## config.mk

```make
export PLATFORM = sky130hd
export DESIGN_NAME = receptor_array
export DESIGN_NICKNAME = d
export VERILOG_FILES = /design/src/rtl/receptor_array.sv
export SDC_FILE = /design/constraint.sdc
export NUM_CORES = 1
export LEC_CHECK = 0
export BUFFER_PORTS_ARGS = -buffer_cell sky130_fd_sc_hd__buf_4
export CORE_MARGIN = 2
export CORE_UTILIZATION = 40
export DETAILED_ROUTE_END_ITERATION = 8
export PLACE_DENSITY = 0.61
export REMOVE_ABC_BUFFERS = 1
export SETUP_SLACK_MARGIN = 0.02
export SLEW_MARGIN = 20
export SYNTH_ARGS = -nofsm -noshare
export SYNTH_HDL_FRONTEND = slang
export SYNTH_SLANG_ARGS = --single-unit
```

## constraint.sdc

```tcl
create_clock -name Clk -period 3.8 [get_ports Clk]
set_input_delay 0.38 -clock Clk [delete_from_list [all_inputs] [get_ports Clk]]
set_output_delay 0.38 -clock Clk [all_outputs]
set_load 0.01 [all_outputs]
```

## src/rtl/receptor_array.sv

```systemverilog
// receptor_array: per-lane receptor FSMs (IDLE/HELD/FADE) with press edge
// pulses, a frame-timed release fade and a combinational pixel decoder for
// the receptor strip of the note highway.
// Optional feature: define RECEPTOR_ARRAY_MULTIKEY_EN to add the keycode2
// port so that two keys can hold two lanes at once.

module receptor_lane #(
  parameter int FADE_FRAMES = 8
) (
  input  logic       Clk,
  input  logic       Reset_n,
  input  logic       i_hit,
  input  logic       i_tick,
  output logic       o_press,
  output logic       o_held,
  output logic       o_active,
  output logic [3:0] o_glow
);
  typedef enum logic [1:0] {S_IDLE, S_HELD, S_FADE} state_t;

  localparam logic [3:0] FADE_INIT = (FADE_FRAMES == 0) ? 4'd0 : 4'(FADE_FRAMES - 1);

  state_t     r_state, w_state_nxt;
  logic [3:0] r_cnt, w_cnt_nxt;
  logic       r_press, w_press_nxt;

  // state, fade counter and registered press pulse
  always_ff @(posedge Clk or negedge Reset_n) begin
    if (!Reset_n) begin
      r_state <= S_IDLE;
      r_cnt   <= 4'd0;
      r_press <= 1'b0;
    end else begin
      r_state <= w_state_nxt;
      r_cnt   <= w_cnt_nxt;
      r_press <= w_press_nxt;
    end
  end

  // next-state: a hit always beats a frame tick in FADE
  always_comb begin
    w_state_nxt = r_state;
    w_cnt_nxt   = r_cnt;
    w_press_nxt = 1'b0;
    case (r_state)
      S_IDLE: if (i_hit) begin
        w_state_nxt = S_HELD;
        w_press_nxt = 1'b1;
      end
      S_HELD: if (!i_hit) begin
        if (FADE_FRAMES == 0) begin
          w_state_nxt = S_IDLE;
          w_cnt_nxt   = 4'd0;
        end else begin
          w_state_nxt = S_FADE;
          w_cnt_nxt   = FADE_INIT;
        end
      end
      S_FADE: begin
        if (i_hit) begin
          w_state_nxt = S_HELD;
          w_press_nxt = 1'b1;
        end else if (i_tick) begin
          if (r_cnt == 4'd0) w_state_nxt = S_IDLE;
          else               w_cnt_nxt   = r_cnt - 4'd1;
        end
      end
      default: begin
        w_state_nxt = S_IDLE;
        w_cnt_nxt   = 4'd0;
      end
    endcase
  end

  // glow: full while held, counts down through the fade
  always_comb begin
    o_glow = 4'd0;
    case (r_state)
      S_HELD:  o_glow = 4'hF;
      S_FADE:  o_glow = r_cnt + 4'd1;
      default: o_glow = 4'd0;
    endcase
  end

  assign o_press  = r_press;
  assign o_held   = (r_state == S_HELD);
  assign o_active = (r_state != S_IDLE);
endmodule

module receptor_array #(
  parameter int NUM_LANES   = 4,
  parameter int LANE_W      = 32,
  parameter int X0          = 256,
  parameter int Y0          = 400,
  parameter int RECEPTOR_H  = 50,
  parameter int FADE_FRAMES = 8,
  parameter logic [8*NUM_LANES-1:0] KEYMAP = {8'h3b, 8'h35, 8'h33, 8'h34}
) (
  input  logic                 Clk,
  input  logic                 Reset_n,
  input  logic                 frame_clk,
  input  logic [7:0]           keycode,
`ifdef RECEPTOR_ARRAY_MULTIKEY_EN
  input  logic [7:0]           keycode2,
`endif
  input  logic [9:0]           DrawX,
  input  logic [9:0]           DrawY,
  output logic [NUM_LANES-1:0] press_pulse,
  output logic [NUM_LANES-1:0] lane_held,
  output logic [NUM_LANES-1:0] is_receptor,
  output logic                 is_background,
  output logic                 is_receptor_background,
  output logic [3:0]           pixel_glow
);
  logic                            r_fclk_d, r_tick;
  logic [NUM_LANES-1:0]            w_hit, w_active, w_in_lane;
  logic [NUM_LANES-1:0][3:0]       w_glow;
  logic [31:0]                     w_x, w_y, w_dx;
  logic                            w_in_bg, w_in_strip;

  // frame_clk rising edge -> one-cycle tick; history resets high so a
  // frame_clk already high at reset release is not taken as an edge
  always_ff @(posedge Clk or negedge Reset_n) begin
    if (!Reset_n) begin
      r_fclk_d <= 1'b1;
      r_tick   <= 1'b0;
    end else begin
      r_fclk_d <= frame_clk;
      r_tick   <= frame_clk & ~r_fclk_d;
    end
  end

  assign w_x        = 32'(DrawX);
  assign w_y        = 32'(DrawY);
  assign w_dx       = w_x - 32'(X0);
  assign w_in_bg    = (w_x >= 32'(X0)) && (w_x < 32'(X0 + NUM_LANES*LANE_W));
  assign w_in_strip = (w_y >= 32'(Y0)) && (w_y < 32'(Y0 + RECEPTOR_H));

  for (genvar i = 0; i < NUM_LANES; i++) begin : g_lane
    logic [7:0] w_key;
    assign w_key = KEYMAP[8*i +: 8];
`ifdef RECEPTOR_ARRAY_MULTIKEY_EN
    assign w_hit[i] = ((keycode != 8'h00) && (keycode == w_key)) ||
                      ((keycode2 != 8'h00) && (keycode2 == w_key));
`else
    assign w_hit[i] = (keycode != 8'h00) && (keycode == w_key);
`endif
    // lane window by range compare; no divide of (DrawX-X0)
    assign w_in_lane[i] = w_in_bg && (w_dx >= 32'(i*LANE_W)) && (w_dx < 32'((i+1)*LANE_W));
    assign is_receptor[i] = w_in_lane[i] && w_in_strip && w_active[i];

    receptor_lane #(.FADE_FRAMES(FADE_FRAMES)) u_lane (
      .Clk      (Clk),
      .Reset_n  (Reset_n),
      .i_hit    (w_hit[i]),
      .i_tick   (r_tick),
      .o_press  (press_pulse[i]),
      .o_held   (lane_held[i]),
      .o_active (w_active[i]),
      .o_glow   (w_glow[i])
    );
  end

  // lanes are disjoint, so OR-ing the masked glows selects the one under the pixel
  always_comb begin
    pixel_glow = 4'd0;
    for (int i = 0; i < NUM_LANES; i++)
      if (w_in_lane[i] && w_in_strip) pixel_glow = pixel_glow | w_glow[i];
  end

  assign is_background          = w_in_bg;
  assign is_receptor_background = w_in_bg && w_in_strip;
endmodule

```

==> Yosys cells after proc, flatten, opt, wreduce, memory -nomap -nowiden <==
Cells that the tools add are included.
{ "classes": {"addsub": 9, "n_lt_le_gt_ge": 12, "eq_ne": 40, "muxes": 60, "n_bitwise": 9, "reduce_logical": 48} }
{ "ops": {"columns": ["operator", "n"], "rows": [
  ["$mux 4", 20],
  ["$ge 32x7->1 const B", 2],
  ["$lt 32x7->1 const B", 2],
  ["$pmux 4 s3", 4],
  ["$mux 2", 20],
  ["$eq 8x6->1 const B", 4],
  ["$ge 32x1->1 const B", 1],
  ["$ge 32x6->1 const B", 1],
  ["$lt 32x6->1 const B", 1],
  ["$lt 32x8->1 const B", 1],
  ["$ne 2x2->1 const B", 16],
  ["$pmux 4 s2", 4],
  ["$pmux 2 s3", 4],
  ["$logic_and 1x1->1", 23],
  ["$ge 10x9->1 const B", 2],
  ["$lt 10x9->1 const B", 2],
  ["$reduce_and 5->1", 4],
  ["$add 4x1->4 const B", 4],
  ["$logic_not 4->1", 4],
  ["$reduce_and 4->1", 4],
  ["$sub 4x1->4 const B", 4],
  ["$ne 3x1->1 const B", 4],
  ["$ne 3x2->1 const B", 4],
  ["$or 4x4->4", 3],
  ["11 further kinds", 40]
]} }
{ "word_totals": {"reg_bits": 30, "inputBits": 31, "out_inout_bits": 18, "wordCells": 192} }

==> Longest topological paths before layout <==
{ "logic_depth": {"ltp_word": 12, "depth_mapped": 8, "depth_no_buf": 7} }

==> By module <==
Synthesis repeated with hierarchy kept, for this count alone.
{ "unflattened": {"cells_unflattened": 344, "area_unflattened_um2": 3084.2} }
{ "modules_own_cells": {"columns": ["mod", "instances", "cells_each", "area_each_um2", "seq_area_each_um2"], "rows": [
  ["receptor_lane at g_lane[0].u_lane ...", 3, 66, 606.8, 175.2],
  ["receptor_array", 1, 83, 659.4, 51.3],
  ["receptor_lane at g_lane[3].u_lane", 1, 63, 604.3, 175.2]
]} }

==> Worst setup path after synthesis <==
Ideal clock, no wire load.
{ "synth_timing": {"kind": "in2out", "start": "in DrawY[1]", "end": "out is_receptor[3]", "t_arrival_ps": 1997, "required_time_ps": 3420, "setup_slack_ps": 1423, "cell_stages": 5, "n_path_buf": 0, "cell_sequence": "or4b_1 -> mux2_2 -> a2111o_1 -> nand2b_4 -> nor3b_2"} }
{ "synth_between": {"elab_chain_len": 4, "elab_cells_between_ends": 5, "classes_between": "2 x order compare; 3 x reduce/logical"} }
{ "synth_rtl": {"columns": ["item", "line", "source"], "rows": [
  ["start: declaration", "107", "input logic [9:0] DrawY,"],
  ["$ge 10x9->1 / $lt 10x9->1 (equally long branches)", "137", "assign w_in_strip = (w_y >= 32'(Y0)) && (w_y < 32'(Y0 + RECEPTOR_H));"],
  ["$logic_and 1x1->1 (*)", "137", null],
  ["$logic_and 1x1->1 (*) (2 in series)", "150", "assign is_receptor[i] = w_in_lane[i] && w_in_strip && w_active[i];"],
  ["end: declaration", "110", "output logic [NUM_LANES-1:0] is_receptor,"]
]} }
Mark *: on every way between the ends. The rest lies on a longest branch, timed or not.

==> Worst setup path in the final report <==
{ "layout_timing": {"start": "in DrawX[9]", "end": "out pixel_glow[3]"} }
{ "layout_between": {"elab_chain_len": 12, "elab_cells_between_ends": 31, "classes_between": "1 x add/sub; 10 x order compare; 4 x mux; 3 x bitwise; 13 x reduce/logical"} }
{ "layout_rtl": {"columns": ["item", "line", "source"], "rows": [
  ["start: declaration", "106", "input logic [9:0] DrawX,"],
  ["$sub 10x9->11 (tied with other cells)", "135", "assign w_dx = w_x - 32'(X0);"],
  ["$ge 32x1->1 / $logic_and 1x1->1 (equally long branches)", "149, 136", null],
  ["$logic_and 1x1->1 (2 in series)", "149", "assign w_in_lane[i] = w_in_bg && (w_dx >= 32'(i*LANE_W)) && (w_dx < 32'((i+1)*LANE_W));"],
  ["$logic_and 1x1->1", "168", "if (w_in_lane[i] && w_in_strip) pixel_glow = pixel_glow | w_glow[i];"],
  ["$mux 4", "168", null],
  ["$or 4x4->4", "168", null],
  ["$mux 4", "168", null],
  ["$or 4x4->4", "168", null],
  ["$mux 4", "168", null],
  ["$or 4x4->4", "168", null],
  ["$mux 4 (*)", "168", null],
  ["end: declaration", "113", "output logic [3:0] pixel_glow"]
]} }
Marks and branches as above.

==> summary.md <==
| Metric | Value |
|---|---|
| Synth area leader | `dfrtp_1` |
| Synth cell count leaders | `inv_1, nand2_1, dfrtp_1` |
| Sw Share | `0.4588` |
| Family with the most delay on the worst path | `simple AND/OR/NAND/NOR gates` |
| Fmax | `~0.37 GHz` |
| Inserted Diodes | `0` |
| Peak VDD IR | `0.0001958 V` |
| Fin crit share | `0.7068` |
| Vias in the first global route | `between 2000 and 2500` |
| Reg2Reg Setup Slack | `1720 ps` |
| Area of the core | `6719 sq um` |
| Worst-skew pair later-pin latency | `between 200 and 300 ps` |
| Clock tree from TritonCTS | `built` |
| Area share of the largest cell type after synthesis | `0.2651` |
| DP HPWL | `4.821 mm` |
| Clock-pin transition on the worst setup and hold timing paths | `roughly 80 ps` |
| Num CTS Buffers | `5` |
| I/O Pins | `49` |
| DRC | `0` |
| Number of enable flip-flop cells after synthesis | `0` |
| Worst-path cell chain | `buf_4 -> inv_1 -> ha_1 -> nor2b_1 -> nand2_1 -> nor4b_1 -> nand3_1 -> a31oi_1 -> buf_4` |
| Static leakage | `around 1.5 nW` |
| CP max FO | `5` |
| Clock skew | `8.952 ps` |
| Sequential area share after synthesis | `0.2747` |
| Layout cells sized above 1 | `0.1865` |
| CP required | `3420 ps` |
| P_sw | `0.8265 mW` |
| Worst Hold Class | `in -> async` |
| Final Slew Violations | `0` |
| Clock share of power | `0.155` |
| Fin crit period | `about 2700 ps` |
| Total power | `between 1.5 and 2 mW` |
| Yosys synthesis warning count | `0` |
| Area growth, synth to finish | `16.27%` |
| Total global-route track usage | `0.1832` |
| Reg-to-Reg End | `g_lane[0].u_lane.r_cnt[3]` |
| Routed Antenna Nets | `0` |
| Largest net degree at the start of global routing | `31` |
| Critical path class | `in -> out` |
| Drt first-iter violations | `137` |
| Mapped Cells | `roughly 330` |
| Layout Nets | `about 430` |
| Synth cell types | `61` |
| Crit end category | `output pin` |
| Wirelength, routed | `6.488 mm` |
| Slew HR | `0.4907` |
| CTS max path bufs | `2` |
| Initial antenna violation count | `0` |
| Design Area, Final | `around 3200 sq um` |
| Cts hold-fix bufs | `0` |
| CTS root buffer | `clkbuf_8` |
| Via count | `approximately 2500` |
| RePlAce Congestion | `0.8233` |
| Post_cts resized | `0` |
| Synth Register Bits | `30` |
| Router iterations before antenna repair | `4` |
| Starting Density | `0.4074` |
| Synth Area per Inst | `roughly 8 sq um` |
| Buf/Inv on CP | `3` |
| Routed wire per std cell | `roughly 14 microns` |
| Vias per cell | `5.471` |
| Cell internal pwr | `between 0.9 and 1 mW` |
| Setup Buffers After CTS | `0` |
| R2r startpoint | `g_lane[0].u_lane.r_state[1]` |
| MaxCap Viol Count | `0` |
| Port Buffer Count | `between 40 and 50` |
| Worst reg-to-reg path cell count | `7` |
| Crit start category | `input pin` |
| Final hold violations | `0` |
| Die area | `between 7000 and 8000 sq um` |
| Power density cells | `approximately 570 nW/um^2` |
| Global-route wire length before repair | `11.00 mm` |
| Placed Area | `3092 sq um` |
| Die width | `roughly 87 microns` |
| Clock Sinks | `30` |
| WP data arrival | `approximately 2300 ps` |
| Congestion Overflow GR | `0` |
| CP max stage delay | `about 640 ps` |
| Die Y | `roughly 87 microns` |
| Critical path's most frequent cell | `buf_4` |
| Outcome | `completed` |
| # rows | `30` |
| RSZ-0062 raised after global routing | `false` |
| Number of H-tree levels | `2` |
| Worst hold slack | `between 15 and 20 ps` |
| Ys flop type | `dfrtp_1` |
| Comb pwr share | `0.551` |
| Synth area leaders | `dfrtp_1, ha_1, a21oi_1` |
| Slowest cell on the critical path | `nor4b_1` |
| Fraction of registers with async set/reset | `1.000` |
| Final setup violation count | `0` |
| Worst slew pin tran | `between 700 and 800 ps` |
| Cell Area, Synth | `2738 sq um` |
| Setup_tns | `0 ps` |
| Reg power frac | `0.294` |
[layout by cell type, fill, tap and decap left out, types with 2 or more instances in the layout]
cell type / instances
a21o_1: 4
a21oi_1: 25
a22o_1: 2
a31oi_1: 3
a32oi_1: 2
a41oi_1: 2
and2_1: 2
buf_4: 48
clkbuf_8: 6
dfrtp_1: 29
ha_1: 27
inv_1: 30
mux2_2: 4
mux2i_1: 5
nand2_1: 30
nand2b_1: 4
nand3_1: 18
nand4_1: 3
nand4b_1: 2
nand4bb_1: 4
nor2_1: 17
nor2b_1: 11
nor3_1: 7
nor3_2: 2
nor3b_1: 5
nor4_1: 2
o21ai_0: 23
o22ai_1: 2
o31a_1: 3
o31ai_1: 8
or3_1: 2
or4_1: 2
xnor2_1: 2
xor2_1: 6
[worst register-to-register path, cell delays in order (launching register included)]
cell and delay [ps]:
dfrtp_1 410, inv_1 90, ha_1 360, inv_1 170
o41ai_1 380, o31a_1 330, or4_1 150, nand3_1 60
[flip-flops by register name, summed over array words and instances (netlist names)]
name	flops
g_lane.u_lane.o_press	4
g_lane.u_lane.r_cnt	16
g_lane.u_lane.r_state	8
r_fclk_d	1
r_tick	1
[cell families (layout without fill, tap and decap cells)]
logic type / Yosys count / after routing / share of synthesized area
simple gates: 124 / 124 / 0.2623
compound gates: 85 / 85 / 0.1952
flops: 30 / 30 / 0.2747
fa+ha+maj: 27 / 27 / 0.1234
mux: 10 / 10 / 0.03885
buf+inv: 50 / 86 / 0.07998
xor+xnor: 8 / 8 / 0.02560
[worst max-delay path by stage]
stage               cells past startpoint      from              to
floorplan                               5  DrawY[1]  is_receptor[3]
global placement                        9  DrawX[9]   pixel_glow[3]
detailed placement                      9  DrawX[9]   pixel_glow[3]
CTS                                     9  DrawX[9]   pixel_glow[3]
global route                            9  DrawX[9]   pixel_glow[1]
finish                                  9  DrawX[9]   pixel_glow[3]
[power by group through the flow]
stage               registers (mW)  logic (mW)  clock network (mW)
finish                       0.529       0.993               0.280
floorplan                    0.503       0.746                   0
detailed placement           0.533       0.989                   0
CTS                          0.528       0.996               0.288
global placement             0.531       0.970                   0
global route                 0.549        1.13               0.302
[layer usage]
layer / vias up / GRT usage / routed length (microns)
li1: 1260 / - / -
met1: 1135 / 0.2541 / 3060
met2: 62 / 0.2895 / 3026
met3: 5 / 0.03429 / 339
met4: 0 / 0.05540 / 61
met5: - / 0 / 0
[final cells by class]
class,count,area [sq um]
clock buffer,7,86.33
inverter,30,112.6
sequential,30,752.0
multi-input combinational,254,1767
timing repair buffer,48,360.3
tap,80,100.1
clock inverter,1,5.005
fill,669,3536
[metrics by stage]
stage | setup slack (ps) | util | instances
finish | 1114 | 0.4737 | 450
global route | 888.5 | 0.4737 | 450
CTS | 1106 | 0.4737 | 450
detailed placement | 1114 | 0.4601 | 442
global placement | 1134 | 0.4601 | 442
floorplan | 1423 | - | 314
Power figures use the tool's default switching activity.
